`src/rtl/fft_ctrl_if.sv`:
```
// Handshake, memory-port and status bundle of the FFT sequencer.
// ctrl is the controller side; env is the surrounding datapath / stimulus side.
interface fft_ctrl_if #(
  parameter int AW = 6
) ();
  localparam int SW = $clog2(AW) + 1;

  logic          start_i;
  logic          abort_i;
  logic          sample_valid_i;
  logic          sample_ready_o;
  logic          mem_we_o;
  logic [AW-1:0] mem_waddr_o;
  logic [AW-1:0] mem_raddr_o;
  logic          op_sel_o;
  logic          bfly_en_o;
  logic [AW-2:0] tw_idx_o;
  logic [SW-1:0] stage_o;
  logic          busy_o;
  logic          done_o;
  logic [2:0]    state_o;

  modport ctrl (
    input  start_i, abort_i, sample_valid_i,
    output sample_ready_o, mem_we_o, mem_waddr_o, mem_raddr_o, op_sel_o,
           bfly_en_o, tw_idx_o, stage_o, busy_o, done_o, state_o
  );

  modport env (
    output start_i, abort_i, sample_valid_i,
    input  sample_ready_o, mem_we_o, mem_waddr_o, mem_raddr_o, op_sel_o,
           bfly_en_o, tw_idx_o, stage_o, busy_o, done_o, state_o
  );
endinterface

```
`src/rtl/fft_ctrl.sv`:
```
// In-place radix-2 FFT sequencer: sample load, then AW stages of N_POINTS/2 butterflies.
// Optional FFT_CTRL_BITREV_EN: bit-reversed write addresses while loading samples.
module fft_ctrl #(
  parameter int N_POINTS = 64,
  parameter int BFLY_LAT = 2,
  parameter int AW       = $clog2(N_POINTS)
) (
  input  logic clk_i,
  input  logic rst_ni,
  fft_ctrl_if.ctrl bus
);
  localparam int SW   = $clog2(AW) + 1;
  localparam int LW   = (BFLY_LAT > 1) ? $clog2(BFLY_LAT) : 1;
  localparam int HALF = N_POINTS / 2;

  // Handshake: a sample is accepted in any cycle where sample_valid_i and
  // sample_ready_o are both high; ready is high for the whole LOAD state.
  typedef enum logic [2:0] {
    IDLE    = 3'd0,
    LOAD    = 3'd1,
    READ_A  = 3'd2,
    READ_B  = 3'd3,
    COMPUTE = 3'd4,
    WRITE_A = 3'd5,
    WRITE_B = 3'd6,
    DONE    = 3'd7
  } state_t;

  state_t        state, nxt;
  logic [AW-1:0] smp, smp_n;
  logic [SW-1:0] s, s_n;
  logic [AW-2:0] b, b_n;
  logic [LW-1:0] lat, lat_n;

  logic          ready_q, we_q, op_q, en_q, busy_q, done_q;
  logic [AW-1:0] waddr_q, raddr_q;
  logic [AW-2:0] tw_q;
  logic [SW-1:0] stage_q;

  logic [AW-1:0] span_n, pos_n, addr_a_n, addr_b_n, tw_full_n;

  function automatic logic [AW-1:0] load_addr(input logic [AW-1:0] k);
    logic [AW-1:0] r;
`ifdef FFT_CTRL_BITREV_EN
    for (int i = 0; i < AW; i++) r[i] = k[AW-1-i];
`else
    r = k;
`endif
    return r;
  endfunction

  always_comb begin
    nxt   = state;
    smp_n = smp;
    s_n   = s;
    b_n   = b;
    lat_n = lat;
    if (bus.abort_i) begin
      nxt   = IDLE;
      smp_n = '0;
      s_n   = '0;
      b_n   = '0;
      lat_n = '0;
    end else begin
      case (state)
        IDLE: if (bus.start_i) begin
          nxt   = LOAD;
          smp_n = '0;
          s_n   = '0;
          b_n   = '0;
        end
        LOAD: if (bus.sample_valid_i) begin
          smp_n = smp + 1'b1;
          if (smp == AW'(N_POINTS - 1)) nxt = READ_A;
        end
        READ_A: nxt = READ_B;
        READ_B: begin
          nxt   = COMPUTE;
          lat_n = '0;
        end
        COMPUTE: begin
          if (lat == LW'(BFLY_LAT - 1)) nxt = WRITE_A;
          else lat_n = lat + 1'b1;
        end
        WRITE_A: nxt = WRITE_B;
        WRITE_B: begin
          if (b != (AW-1)'(HALF - 1)) begin
            b_n = b + 1'b1;
            nxt = READ_A;
          end else if (s != SW'(AW - 1)) begin
            b_n = '0;
            s_n = s + 1'b1;
            nxt = READ_A;
          end else begin
            nxt = DONE;
          end
        end
        DONE:    nxt = IDLE;
        default: nxt = IDLE;
      endcase
    end
  end

  // Butterfly addressing for the butterfly/stage about to be entered, so the
  // registered outputs are already correct in the first cycle of each state.
  always_comb begin
    span_n    = AW'(1) << s_n;
    pos_n     = {1'b0, b_n} & (span_n - 1'b1);
    addr_a_n  = (({1'b0, b_n} >> s_n) << (s_n + 1'b1)) | pos_n;
    addr_b_n  = addr_a_n + span_n;
    tw_full_n = pos_n << (AW - 1 - s_n);
  end

  always_ff @(posedge clk_i or negedge rst_ni) begin
    if (!rst_ni) begin
      state   <= IDLE;
      smp     <= '0;
      s       <= '0;
      b       <= '0;
      lat     <= '0;
      ready_q <= 1'b0;
      we_q    <= 1'b0;
      op_q    <= 1'b0;
      en_q    <= 1'b0;
      busy_q  <= 1'b0;
      done_q  <= 1'b0;
      waddr_q <= '0;
      raddr_q <= '0;
      tw_q    <= '0;
      stage_q <= '0;
    end else begin
      state   <= nxt;
      smp     <= smp_n;
      s       <= s_n;
      b       <= b_n;
      lat     <= lat_n;
      ready_q <= (nxt == LOAD);
      we_q    <= (nxt == WRITE_A) || (nxt == WRITE_B);
      op_q    <= (nxt == READ_B) || (nxt == WRITE_B);
      en_q    <= (nxt == COMPUTE);
      busy_q  <= (nxt != IDLE);
      done_q  <= (nxt == DONE);
      waddr_q <= '0;
      raddr_q <= '0;
      tw_q    <= '0;
      stage_q <= '0;
      case (nxt)
        READ_A:  begin raddr_q <= addr_a_n; stage_q <= s_n; end
        READ_B:  begin raddr_q <= addr_b_n; stage_q <= s_n; end
        COMPUTE: begin tw_q <= tw_full_n[AW-2:0]; stage_q <= s_n; end
        WRITE_A: begin waddr_q <= addr_a_n; stage_q <= s_n; end
        WRITE_B: begin waddr_q <= addr_b_n; stage_q <= s_n; end
        default: ;
      endcase
    end
  end

  // Sample writes must land in the acceptance cycle, so only the valid
  // qualification is combinational; ready and the sample counter are registers.
  assign bus.sample_ready_o = ready_q;
  assign bus.mem_we_o       = we_q | (ready_q & bus.sample_valid_i);
  assign bus.mem_waddr_o    = ready_q ? load_addr(smp) : waddr_q;
  assign bus.mem_raddr_o    = raddr_q;
  assign bus.op_sel_o       = op_q;
  assign bus.bfly_en_o      = en_q;
  assign bus.tw_idx_o       = tw_q;
  assign bus.stage_o        = stage_q;
  assign bus.busy_o         = busy_q;
  assign bus.done_o         = done_q;
  assign bus.state_o        = state;
endmodule

```
`src/flat_wrapper.sv`:
```
// flat-port wrapper written by rule: the top's interface ports become plain ports
module fft_ctrl_flat 
#(
  parameter int N_POINTS = 64,
  parameter int BFLY_LAT = 2,
  parameter int AW       = $clog2(N_POINTS)
)
  (clk_i, rst_ni, bus_start_i, bus_abort_i, bus_sample_valid_i, bus_sample_ready_o, bus_mem_we_o, bus_mem_waddr_o, bus_mem_raddr_o, bus_op_sel_o, bus_bfly_en_o, bus_tw_idx_o, bus_stage_o, bus_busy_o, bus_done_o, bus_state_o);
  fft_ctrl_if #(.AW(AW)) bus_i ();
  input  logic clk_i;
  input  logic rst_ni;
  input wire logic [$bits(bus_i.start_i)-1:0] bus_start_i;
  input wire logic [$bits(bus_i.abort_i)-1:0] bus_abort_i;
  input wire logic [$bits(bus_i.sample_valid_i)-1:0] bus_sample_valid_i;
  output wire logic [$bits(bus_i.sample_ready_o)-1:0] bus_sample_ready_o;
  output wire logic [$bits(bus_i.mem_we_o)-1:0] bus_mem_we_o;
  output wire logic [$bits(bus_i.mem_waddr_o)-1:0] bus_mem_waddr_o;
  output wire logic [$bits(bus_i.mem_raddr_o)-1:0] bus_mem_raddr_o;
  output wire logic [$bits(bus_i.op_sel_o)-1:0] bus_op_sel_o;
  output wire logic [$bits(bus_i.bfly_en_o)-1:0] bus_bfly_en_o;
  output wire logic [$bits(bus_i.tw_idx_o)-1:0] bus_tw_idx_o;
  output wire logic [$bits(bus_i.stage_o)-1:0] bus_stage_o;
  output wire logic [$bits(bus_i.busy_o)-1:0] bus_busy_o;
  output wire logic [$bits(bus_i.done_o)-1:0] bus_done_o;
  output wire logic [$bits(bus_i.state_o)-1:0] bus_state_o;
  assign bus_i.start_i = bus_start_i;
  assign bus_i.abort_i = bus_abort_i;
  assign bus_i.sample_valid_i = bus_sample_valid_i;
  assign bus_sample_ready_o = bus_i.sample_ready_o;
  assign bus_mem_we_o = bus_i.mem_we_o;
  assign bus_mem_waddr_o = bus_i.mem_waddr_o;
  assign bus_mem_raddr_o = bus_i.mem_raddr_o;
  assign bus_op_sel_o = bus_i.op_sel_o;
  assign bus_bfly_en_o = bus_i.bfly_en_o;
  assign bus_tw_idx_o = bus_i.tw_idx_o;
  assign bus_stage_o = bus_i.stage_o;
  assign bus_busy_o = bus_i.busy_o;
  assign bus_done_o = bus_i.done_o;
  assign bus_state_o = bus_i.state_o;
  fft_ctrl #(.N_POINTS(N_POINTS), .BFLY_LAT(BFLY_LAT), .AW(AW)) u_core (.clk_i(clk_i), .rst_ni(rst_ni), .bus(bus_i));
endmodule
```
`config.mk`:
```
export PLATFORM = sky130hd
export DESIGN_NAME = fft_ctrl_flat
export DESIGN_NICKNAME = d
export VERILOG_FILES = /design/src/rtl/fft_ctrl_if.sv /design/src/rtl/fft_ctrl.sv /design/src/flat_wrapper.sv
export SDC_FILE = /design/constraint.sdc
export NUM_CORES = 1
export LEC_CHECK = 0
export BUFFER_PORTS_ARGS = -buffer_cell sky130_fd_sc_hd__buf_2
export CORE_UTILIZATION = 41
export CTS_BUF_LIST = sky130_fd_sc_hd__clkbuf_8
export CTS_CLUSTER_SIZE = 40
export DETAILED_ROUTE_END_ITERATION = 10
export PLACE_DENSITY_LB_ADDON = 0.12
export SLEW_MARGIN = 30
export SYNTH_ARGS = -nofsm -noshare
export SYNTH_HDL_FRONTEND = slang
export SYNTH_SLANG_ARGS = --single-unit
```
`constraint.sdc`:
```
create_clock -name clk_i -period 7.6 [get_ports clk_i]
set_clock_uncertainty 0.2 [all_clocks]
set_input_delay 0.38 -clock clk_i [delete_from_list [all_inputs] [get_ports clk_i]]
set_output_delay 0.38 -clock clk_i [all_outputs]
set_load 0.01 [all_outputs]
```
==> metrics <==
routed wire length 8260 um; kind of end point of the critical path register; Cell Rows 32; critical path arrival ~5.4 ns; number of global-route vias before repair 2729; Root Buffer clkbuf_8; period utilization between 70% and 80%; most frequent cell on the critical path ha_1; Startpoint Class register; Rel. slew slack 49.8%; Worst Hold Path Cells 3; Worst-path clk slew approximately 0.090 ns; Reg2Reg Capture Point u_core.waddr_q[5]; worst-path fanout max 9; Post-Syn Instances 360; routed length per placed instance roughly 17 um; Die ar. 0.00826 sq mm; Post-synth ARST share 100%; Post-Syn Area between 0.003 and 0.004 sq mm; gpl congestion 0.880; Area contributors post-synth dfrtp_1 (36%), ha_1 (7.3%), mux2_2 (4.5%); I/O pin cnt 35; drt drc 0; Pwr Total between 0.4 and 0.5 mW; R2R Path Start u_core.b[0]; CTS Buf Count 5; Cell Pwr Density about 120 mW/mm^2; HPWL Detailed 6080 um; Crit path max-delay family simple AND/OR/NAND/NOR gates; clk sinks 46; Syn-to-layout area delta 10.9%; #FFs+latches synth 46; GRT Total Usage 21.4%; post-synth top area share a little over a third; Max Clock Freq between 150 and 200 MHz; Lkg Pwr 1.76 nW; post-synth top area cell dfrtp_1; antenna violations before repair 0; Max clock buf depth 2; Cell Count, Final, Fillers Out ~500; Worst EP required 7.61 ns; dpl cells around 490; Final ANT Viol Nets 0; commonest cells in the synthesized netlist dfrtp_1 (46), nor2_1 (38), inv_1 (23); critical path buffer and inverter count 2; Reg2Reg Setup Slack between 2 and 2.5 ns; max incr delay on CP between 0.4 and 0.5 ns; TritonCTS clock tree built; clock latency on the worst-skew pair 0.30 ns; most frequent cell after synthesis dfrtp_1; WHS Endpoint u_core.smp[3]; Synth Flop Type dfrtp_1; Mapped Nets 385; setup bufs post-CTS 0; total negative slack 0 ns; Starting Density a little over two fifths; vias ~2800; actual slew at the worst max-slew pin between 0.7 and 0.8 ns; largest net degree at the start of global routing 47; crit path cell chain ha_1, and3_1, ha_1, and4b_1, nand2_2, mux2_2, nor2_2, inv_1, ha_1, nand2_1, ha_1, nor2b_1, a31oi_1, inv_1, ha_1, a21o_1, a21oi_1, o21bai_1, a21oi_1, xnor2_1, a21oi_1, o32ai_1; number of enable flip-flop cells after synthesis 0; R2R depth 22; htree depth 2; Ys Warns 0; # nets final roughly 420; Final Max Tran Viols 0; hold path start bus_sample_valid_i; Synth cell types a little over 70; Syn Area/Cell 9.00 sq um; final hold vios 0; Hold Crit Class input port to register; critical path type register to register; Via density around 5.7; Final setup violation count 0; status finished clean; share of cells above drive strength 1 19.3%; initial drt markers about 210; post-synthesis sequential area ratio 35.5%; Worst path slowest cell dfrtp_1; DR pass1 iterations 5; Period minus WS final approximately 5.4 ns; first-pass GRT wire length 14000 um; core area between 0.007 and 0.008 sq mm; maximum vdd ir drop roughly 0.000065 V; RSZ-0062 raised after global routing false; max cap viols 0; die width between 90 and 100 um; ANT cells 0; Post-Route Utilization roughly 47%; die height a little over 90 um; fillers 785; # port buffers 34; GRT overflow 0
[through the flow]
step | cell area [sq um] | hold WS, ns | setup slack, ns
2_1_floorplan | 3240 | -0.116 | 2.76
3_3_place_gp | 3490 | 0.310 | 2.38
3_5_place_dp | 3490 | 0.318 | 2.33
4_1_cts | 3590 | 0.188 | 2.30
5_1_grt | 3590 | 0.235 | 1.81
6_report | 3590 | 0.192 | 2.25
[layout by cell type (no fill, tap or decap), drive strengths merged, types with 3 or more instances in the layout]
cell type  Yosys  layout
clkbuf         7       5
o32ai          3       3
nor2          39      39
and3           8       8
ha            19      19
nand4          3       3
a31o           3       3
xnor2          4       4
or3            4       4
nor3          10      10
a31oi          4       4
nand4b         4       4
o211ai         5       5
buf            4      35
a21o           5       5
nand2b         3       3
nand3         16      16
o21bai         3       3
xor2           3       3
o21ai         22      22
a2111oi        3       3
nand2         23      23
o21a           4       4
mux2i          4       4
a21oi         20      20
and2           5       5
nor2b          5       5
a2bb2oi        3       3
inv           26      27
o22ai          7       7
mux2          15      15
dfrtp         46      46
[registers in the layout, summed over array words and instances, names as in the netlist]
register                   cells
u_core.waddr_q                 6
u_core.s                       4
u_core.bus.state_o             3
u_core.bus.sample_ready_o      1
u_core.bus.bfly_en_o           1
u_core.smp                     6
u_core.bus.op_sel_o            1
u_core.lat                     1
u_core.bus.mem_raddr_o         6
u_core.bus.done_o              1
u_core.b                       5
u_core.bus.tw_idx_o            5
u_core.bus.stage_o             4
u_core.we_q                    1
u_core.bus.busy_o              1
[routing by layer]
| layer | GRT usage, % | wire length [um] | vias to the layer above |
|---|---|---|---|
| met5 | 0 | 0 | - |
| met4 | 6.48 | 124 | 0 |
| met3 | 3.96 | 341 | 11 |
| met2 | 33.2 | 3800 | 64 |
| met1 | 30.2 | 4000 | 1363 |
| li1 | - | - | 1384 |
[how the worst max path moves through the flow]
stage,startpoint,endpoint,slack [ns],depth (start not counted)
3_5_place_dp,u_core.b[0],u_core.waddr_q[5],2.33,22
3_3_place_gp,u_core.b[0],u_core.waddr_q[5],2.38,22
4_1_cts,u_core.b[0],u_core.waddr_q[5],2.30,22
2_1_floorplan,u_core.b[0],u_core.waddr_q[5],2.76,21
5_1_grt,u_core.b[0],u_core.waddr_q[5],1.81,22
6_report,u_core.b[0],u_core.waddr_q[5],2.25,22
[final cells by class]
class                      count  area (sq um)  area share [%]
inverter                      26           100            2.78
sequential                    46          1150            32.0
clock inverter                 3          17.5           0.487
tap                          102           128            3.55
multi-input combinational    277          1940            54.0
clock buffer                   5          68.8            1.91
timing repair buffer          36           188            5.22
[kinds of logic (layout without fill, tap and decap cells)]
kind of cell,Yosys count,after routing,share of synthesized area [%]
compound gates,95,95,20.3
mux,19,19,6.95
fa+ha+maj,20,20,7.95
buf+inv,37,70,4.67
simple gates,136,136,22.7
xor+xnor,7,7,1.89
flops,46,46,35.5
[worst register-to-register path, stage by stage (launching register included)]
cell and delay [ns]:
dfrtp_1 0.42, ha_1 0.22, and3_1 0.21, ha_1 0.26, and4b_1 0.28, nand2_2 0.17
mux2_2 0.40, nor2_2 0.33, inv_1 0.26, ha_1 0.31, nand2_1 0.11, ha_1 0.24
nor2b_1 0.23, a31oi_1 0.12, inv_1 0.13, ha_1 0.23, a21o_1 0.15, a21oi_1 0.21
o21bai_1 0.09, a21oi_1 0.17, xnor2_1 0.20, a21oi_1 0.07, o32ai_1 0.25
[what timing repair did]
action | in CTS | in global routing
hold buffers | 1 | 0
resized for setup | 0 | 0
hold endpoints to repair | 46 | 0
[power breakdown]
group	switching [mW]	internal, mW	total [mW]
clock network	0.0883	0.0638	0.152
logic	0.0159	0.00806	0.0240
registers	0.00334	0.246	0.249
No activity file was read; power rests on OpenSTA's default activity.
